--- src/rtl/dma_ahb_slave_if.sv ---
// AHB-Lite bus bundle between the CPU-side decoder and the DMA register window.
// The responder drives hready_o/hresp_o/hrdata_o; everything else comes from the master side.
interface dma_ahb_slave_if;
    logic        hsel;
    logic [31:0] haddr;
    logic [1:0]  htrans;
    logic        hwrite;
    logic [2:0]  hsize;
    logic [31:0] hwdata;
    logic        hready;
    logic        hready_o;
    logic        hresp_o;
    logic [31:0] hrdata_o;

    modport master (
        output hsel,
        output haddr,
        output htrans,
        output hwrite,
        output hsize,
        output hwdata,
        output hready,
        input  hready_o,
        input  hresp_o,
        input  hrdata_o
    );

    modport slave (
        input  hsel,
        input  haddr,
        input  htrans,
        input  hwrite,
        input  hsize,
        input  hwdata,
        input  hready,
        output hready_o,
        output hresp_o,
        output hrdata_o
    );
endinterface

--- src/rtl/dma_ahb_slave.sv ---
// AHB-Lite responder holding the DMA SRC/DST/CTRL registers.
// Define DMA_IRQ_EN to enable the IE bit and the registered dma_irq output.
module dma_ahb_slave #(
    parameter int unsigned WAIT_STATES = 0,
    parameter logic [31:0] BASE_ADDR   = 32'h4000_0000
) (
    input  logic            hclk,
    input  logic            hreset,
    dma_ahb_slave_if.slave  bus,
    output logic [31:0]     dma_src,
    output logic [31:0]     dma_dst,
    output logic [15:0]     dma_len,
    output logic            dma_start,
    input  logic            dma_busy,
    input  logic            dma_done,
    output logic            dma_irq
);

    typedef enum logic [1:0] {
        S_IDLE,
        S_WAIT,
        S_ERR1,
        S_ERR2
    } state_t;

    typedef enum logic [1:0] {
        R_SRC,
        R_DST,
        R_CTRL,
        R_NONE
    } reg_t;

    localparam logic [31:0] LP_MASK = 32'hFFFF_FF00;
    localparam logic [2:0]  LP_WCNT =
        (WAIT_STATES > 0) ? 3'(WAIT_STATES - 1) : 3'd0;

    state_t      r_state;
    reg_t        r_reg;
    logic        r_write;
    logic        r_dp;
    logic        r_hready;
    logic        r_hresp;
    logic [2:0]  r_cnt;
    logic [31:0] r_src;
    logic [31:0] r_dst;
    logic [15:0] r_len;
    logic        r_start;
    logic        r_done;

    logic        w_accept;
    logic        w_base;
    logic        w_legal;
    reg_t        w_reg;
    logic        w_wr_done;
    logic        w_wr_ctrl;
    logic        w_go;
    logic        w_w1c;
    logic        w_zero_len;
    logic        w_ie;
    logic [31:0] w_ctrl;
    logic [31:0] w_rdata;
    logic        w_unused;

    assign w_accept = bus.hsel & bus.htrans[1] & bus.hready & r_hready;
    assign w_base   = (bus.haddr & LP_MASK) == (BASE_ADDR & LP_MASK);

    always_comb begin
        w_reg = R_NONE;
        if (w_base) begin
            unique case (bus.haddr[7:0])
                8'h10:   w_reg = R_SRC;
                8'h60:   w_reg = R_DST;
                8'h90:   w_reg = R_CTRL;
                default: w_reg = R_NONE;
            endcase
        end
    end

    // Legality is judged once, as the transfer moves into its data phase.
    assign w_legal = (w_reg != R_NONE)
                   & (bus.hsize == 3'b010)
                   & ~(bus.hwrite & dma_busy);

    always_ff @(posedge hclk or posedge hreset) begin
        if (hreset) begin
            r_state  <= S_IDLE;
            r_hready <= 1'b1;
            r_hresp  <= 1'b0;
            r_dp     <= 1'b0;
            r_write  <= 1'b0;
            r_reg    <= R_NONE;
            r_cnt    <= 3'd0;
        end else begin
            unique case (r_state)
                S_WAIT: begin
                    if (r_cnt == 3'd0) begin
                        r_state  <= S_IDLE;
                        r_hready <= 1'b1;
                        r_dp     <= 1'b1;
                    end else begin
                        r_cnt <= r_cnt - 3'd1;
                    end
                end
                S_ERR1: begin
                    r_state  <= S_ERR2;
                    r_hready <= 1'b1;
                end
                default: begin
                    r_state  <= S_IDLE;
                    r_hready <= 1'b1;
                    r_hresp  <= 1'b0;
                    r_dp     <= 1'b0;
                    if (w_accept) begin
                        r_write <= bus.hwrite;
                        r_reg   <= w_reg;
                        if (!w_legal) begin
                            r_state  <= S_ERR1;
                            r_hready <= 1'b0;
                            r_hresp  <= 1'b1;
                        end else if (WAIT_STATES > 0) begin
                            r_state  <= S_WAIT;
                            r_hready <= 1'b0;
                            r_cnt    <= LP_WCNT;
                        end else begin
                            r_dp <= 1'b1;
                        end
                    end
                end
            endcase
        end
    end

    assign w_wr_done  = r_dp & r_write;
    assign w_wr_ctrl  = w_wr_done & (r_reg == R_CTRL);
    assign w_go       = w_wr_ctrl & bus.hwdata[31];
    assign w_w1c      = w_wr_ctrl & bus.hwdata[30];
    assign w_zero_len = bus.hwdata[15:0] == 16'd0;

    always_ff @(posedge hclk or posedge hreset) begin
        if (hreset) begin
            r_src   <= 32'd0;
            r_dst   <= 32'd0;
            r_len   <= 16'd0;
            r_start <= 1'b0;
            r_done  <= 1'b0;
        end else begin
            if (w_wr_done) begin
                unique case (r_reg)
                    R_SRC:   r_src <= bus.hwdata;
                    R_DST:   r_dst <= bus.hwdata;
                    R_CTRL:  r_len <= bus.hwdata[15:0];
                    default: ;
                endcase
            end
            r_start <= w_go & ~w_zero_len;
            // An engine completion outranks a same-cycle W1C.
            r_done  <= dma_done
                     | (w_go & w_zero_len)
                     | (r_done & ~w_w1c);
        end
    end

`ifdef DMA_IRQ_EN
    logic r_ie;
    logic r_irq;

    always_ff @(posedge hclk or posedge hreset) begin
        if (hreset) begin
            r_ie  <= 1'b0;
            r_irq <= 1'b0;
        end else begin
            if (w_wr_ctrl) begin
                r_ie <= bus.hwdata[28];
            end
            r_irq <= r_done & r_ie;
        end
    end

    assign w_ie    = r_ie;
    assign dma_irq = r_irq;
`else
    logic w_unused_ie;

    assign w_unused_ie = bus.hwdata[28];
    assign w_ie        = 1'b0;
    assign dma_irq     = 1'b0;
`endif

    assign w_ctrl = {1'b0, r_done, dma_busy, w_ie, 12'd0, r_len};

    always_comb begin
        w_rdata = 32'd0;
        if (r_dp && !r_write) begin
            unique case (1'b1)
                r_reg == R_SRC:  w_rdata = r_src;
                r_reg == R_DST:  w_rdata = r_dst;
                r_reg == R_CTRL: w_rdata = w_ctrl;
                default:         w_rdata = 32'd0;
            endcase
        end
    end

    assign w_unused = ^{bus.htrans[0], bus.hwdata[29], bus.hwdata[27:16]};

    assign bus.hready_o = r_hready;
    assign bus.hresp_o  = r_hresp;
    assign bus.hrdata_o = w_rdata;
    assign dma_src      = r_src;
    assign dma_dst      = r_dst;
    assign dma_len      = r_len;
    assign dma_start    = r_start;

endmodule
--- src/flat_wrapper.sv ---
// flat-port wrapper written by rule: the top's interface ports become plain ports
module dma_ahb_slave_flat 
#(
    parameter int unsigned WAIT_STATES = 0,
    parameter logic [31:0] BASE_ADDR   = 32'h4000_0000
)
  (hclk, hreset, dma_src, dma_dst, dma_len, dma_start, dma_busy, dma_done, dma_irq, bus_hsel, bus_haddr, bus_htrans, bus_hwrite, bus_hsize, bus_hwdata, bus_hready, bus_hready_o, bus_hresp_o, bus_hrdata_o);
  dma_ahb_slave_if bus_i ();
  input  logic hclk;
  input  logic hreset;
  output logic [31:0] dma_src;
  output logic [31:0] dma_dst;
  output logic [15:0] dma_len;
  output logic dma_start;
  input  logic dma_busy;
  input  logic dma_done;
  output logic dma_irq;
  input wire logic [$bits(bus_i.hsel)-1:0] bus_hsel;
  input wire logic [$bits(bus_i.haddr)-1:0] bus_haddr;
  input wire logic [$bits(bus_i.htrans)-1:0] bus_htrans;
  input wire logic [$bits(bus_i.hwrite)-1:0] bus_hwrite;
  input wire logic [$bits(bus_i.hsize)-1:0] bus_hsize;
  input wire logic [$bits(bus_i.hwdata)-1:0] bus_hwdata;
  input wire logic [$bits(bus_i.hready)-1:0] bus_hready;
  output wire logic [$bits(bus_i.hready_o)-1:0] bus_hready_o;
  output wire logic [$bits(bus_i.hresp_o)-1:0] bus_hresp_o;
  output wire logic [$bits(bus_i.hrdata_o)-1:0] bus_hrdata_o;
  assign bus_i.hsel = bus_hsel;
  assign bus_i.haddr = bus_haddr;
  assign bus_i.htrans = bus_htrans;
  assign bus_i.hwrite = bus_hwrite;
  assign bus_i.hsize = bus_hsize;
  assign bus_i.hwdata = bus_hwdata;
  assign bus_i.hready = bus_hready;
  assign bus_hready_o = bus_i.hready_o;
  assign bus_hresp_o = bus_i.hresp_o;
  assign bus_hrdata_o = bus_i.hrdata_o;
  dma_ahb_slave #(.WAIT_STATES(WAIT_STATES), .BASE_ADDR(BASE_ADDR)) u_core (.hclk(hclk), .hreset(hreset), .bus(bus_i), .dma_src(dma_src), .dma_dst(dma_dst), .dma_len(dma_len), .dma_start(dma_start), .dma_busy(dma_busy), .dma_done(dma_done), .dma_irq(dma_irq));
endmodule
--- config.mk ---
export PLATFORM = sky130hd
export DESIGN_NAME = dma_ahb_slave_flat
export DESIGN_NICKNAME = d
export VERILOG_FILES = /design/src/rtl/dma_ahb_slave_if.sv /design/src/rtl/dma_ahb_slave.sv /design/src/flat_wrapper.sv
export SDC_FILE = /design/constraint.sdc
export NUM_CORES = 1
export LEC_CHECK = 0
export CAP_MARGIN = 20
export CELL_PAD_IN_SITES_DETAIL_PLACEMENT = 0
export CELL_PAD_IN_SITES_GLOBAL_PLACEMENT = 2
export CORE_MARGIN = 2
export CORE_UTILIZATION = 39
export DETAILED_ROUTE_END_ITERATION = 12
export DONT_BUFFER_PORTS = 1
export HOLD_SLACK_MARGIN = 0.06
export PLACE_DENSITY = 0.85
export SKIP_LAST_GASP = 1
export SYNTH_ARGS = -nofsm -noshare
export SYNTH_HDL_FRONTEND = slang
export SYNTH_SLANG_ARGS = --single-unit
--- constraint.sdc ---
create_clock -name hclk -period 3.6 [get_ports hclk]
set_input_delay 0.18 -clock hclk [delete_from_list [all_inputs] [get_ports hclk]]
set_output_delay 0.18 -clock hclk [all_outputs]
set_load 0.05 [all_outputs]
==> qor.yml <==
outcome:
  status: "finished clean"
clock_network:
  cts-htree-levels: 3
  path_clk_slew_ns: 0.06
  cts_made_buffers: 9
  postCtsSetupRepairBufs: 0
  cts.sinks: 93
  cts_tree: "built"
  cts-root-buf: "clkbuf_16"
  cts_buffer_depth: 2
  insertion_delay_ns: 0.35
synth:
  ys_async_sr_fraction_pct: 100
  synth.mux.area_fraction_pct: 28.0
  yosys.area_share.xor_xnor_pct: 0.194
  synth-simple-area-share_pct: 10.4
  yosysUniqueCellTypes: 38
  syn_area_per_cell_sq_um: 12.2
  synth_fp_nets: 450
  synth_fa_ha_area_share_pct: 1.11
  yosysWarningCount: 0
  synth_top_family_by_area: "multiplexers"
  ys.flop_type: "dfrtp_1"
  synth_seq_cells: 93
  synth-compound-area-share_pct: 4.34
  synth_enable_flop_cells: 0
  synth_area_sq_um: 4520
  ys_seq_area_share_pct: 51.5
  synthCells: 370
grt:
  overflow: 0
  grt_pass1_vias: 3455
  grt_pass1_wl_microns: 18300
  grt_antenna_before_repair: 0
  grt_max_degree: 52
  track_usage_pct: 19.0
routing:
  via_per_inst: 5.43
  drt-initial-drc-count: 122
  num_vias: 3174
  wirelength_microns: 11700
  first_pass_iters: 5
  final_antenna_net_count: 0
  wire_per_inst_microns: 20.0
  drt_drc_violations_left: 0
setup_path:
  cp_slowest_cell: "dfstp_2"
  r2r_end: "u_core.r_done$_DFF_PP0_"
  critPathMaxStageDelay_ns: 1.03
  path_delay_family: "buffers and inverters"
  regToRegStartpoint: "u_core.r_reg[0]$_DFFE_PP1P_"
  worst-setup-path-type: "reg2reg"
  crit_fanout: 24
  crit_chain: "nor2b_4 -> nand4_1 -> a21oi_1 -> dlygate4sd3_1 -> o21ai_1 -> dlygate4sd3_1"
  arrival_ns: 3.03
  crit_cells: 6
  crit_path_start_kind: "flop"
  reg2reg_depth: 6
  cp_num_buf_inv: 2
  end_kind: "flop"
  critPathRequiredTime_ns: 3.88
  cp_common_cell: "dlygate4sd3_1"
  regToRegSetupSlack_ns: 0.85
final_layout:
  diodes: 0
  fin_nets: 517
  num-fill-cells: 1061
  multi_input_area_sq_um: 2000
  postLayoutCellArea_sq_um: 5510
  area_growth_pct: 21.9
  layout.area.seq_sq_um: 2330
  layout-drive-gt1-share_pct: 31.7
  stdcell_count: 584
flow_run:
  drv_cap: 0
timing:
  finalCritPeriodShare_pct: 76.4
  min_period_ns: 2.75
  relSlewSlack_pct: 49.1
  rsz0062_at_grt: "false"
  max_freq_mhz: 364
  finalSetupTns_ns: 0
  finalSetupViolCount: 0
  maxSlewViolCount: 0
  tightest_slew_ns: 0.764
  finalHoldViolCount: 0
  fin_skew_ns: 0.00592
power_and_ir_drop:
  cellLeakagePower_nw: 2.66
  ir_drop_mv: 0.369
  p_per_area_nw_per_um2: 649
worst_hold_path:
  hold_path_class: "in2reg"
  hp-start: "bus_haddr[6]"
  hold_end: "u_core.r_reg[0]$_DFFE_PP1P_"
  whs_path_depth: 2
floorplanning:
  rows: 39
  die-height_microns: 112
  initial_core_util_pct: 39.8
  die-area_sq_um: 12500
  core_area_sq_um: 11400
  boundaryPins: 192
  fp.dieW_microns: 112
place:
  dpl.cell_count: 530
  port_buffers: 0
  placedInstanceArea_sq_um: 4840
  hpwl_microns: 7810
  gp_congestion: 0.873
==> logic make-up (layout without fill, tap and decap cells) <==
logic type,Yosys count,after routing
other,1,1
buffers and inverters,32,103
DFF,93,93
muxes,113,113
xor gates and xnor gates,1,1
and+or+nand+nor,94,94
adders and majority gates,4,4
AOI/OAI and AO/OA,32,32
==> through the flow <==
step	total power, mW	setup slack, ns	hold WS [ns]	util (%)
after floorplan	2.54	1.00	0.293	-
after global placement	2.64	1.24	0.179	42.6
after detailed placement	2.67	1.23	0.192	42.6
after CTS	3.62	0.836	0.0816	48.5
after global routing	3.72	0.694	0.122	48.5
final	3.58	0.850	0.0908	48.5
==> placed cells by master (no fill, tap or decap), types with 9 or more instances in the layout <==
| cell type | instances |
|---|---|
| mux2_2 | 70 |
| mux2i_1 | 32 |
| dfrtp_1 | 90 |
| nor2_1 | 50 |
| clkbuf_16 | 9 |
| dlygate4sd3_1 | 39 |
| nand2_1 | 14 |
| nor4_1 | 11 |
| buf_4 | 40 |
| mux2_4 | 9 |
| a21oi_1 | 14 |
==> how the worst max path moves through the flow <==
stage                                            from                             end  slack (ns)
after floorplan                                hreset  u_core.bus.hresp_o$_DFFE_PP0P_        1.00
after global placement    u_core.r_reg[0]$_DFFE_PP1P_                 bus_hrdata_o[0]        1.24
after detailed placement  u_core.r_reg[0]$_DFFE_PP1P_                 bus_hrdata_o[0]        1.23
after CTS                 u_core.r_reg[0]$_DFFE_PP1P_         u_core.r_done$_DFF_PP0_        0.84
after global routing      u_core.r_reg[0]$_DFFE_PP1P_         u_core.r_done$_DFF_PP0_        0.69
final                     u_core.r_reg[0]$_DFFE_PP1P_         u_core.r_done$_DFF_PP0_        0.85
==> area by class of cell <==
class,count,share of cell area (%)
Sequential cell,93,42.3
Multi-Input combinational cell,245,36.2
Timing Repair Buffer,79,12.5
Clock buffer,14,4.97
Tap cell,143,3.25
Inverter,9,0.658
Clock inverter,1,0.0908
==> repair_timing <==
action / 4_1_cts / 5_1_grt
hold endpoints to repair: 132 / 0
hold buffers: 39 / 0
gates resized for setup: 0 / 0
==> cells in the mapped netlist (3+ instances only) <==
cell / count / area [sq um]
dfrtp_1: 90 / 2250
mux2_2: 70 / 788
nor2_1: 50 / 188
mux2i_1: 32 / 320
a21oi_1: 14 / 70.1
nand2_1: 14 / 52.6
nor4_1: 11 / 68.8
inv_1: 9 / 33.8
mux2_4: 9 / 135
buf_2: 8 / 40.0
clkbuf_1: 6 / 22.5
o22a_1: 6 / 52.6
buf_6: 5 / 56.3
o21ai_0: 5 / 25.0
ha_1: 4 / 50.1
nand4_1: 4 / 25.0
a31oi_1: 3 / 18.8
buf_4: 3 / 22.5
dfstp_2: 3 / 78.8
==> report_power, final <==
part	internal [mW]	total (mW)	switching (mW)
sequential	1.25	2.26	1.01
combinational	0.264	0.424	0.159
clock	0.520	0.897	0.376
total	2.04	3.58	1.54
==> metal layers <==
metal	up-vias	part of all wire [%]	GRT usage, %
met4	0	1.7	6.75
met2	142	50	33.1
met3	15	8.7	7.19
li1	1435	-	-
met5	-	0	0
met1	1582	39	21.4
Power figures use the tool's default switching activity.
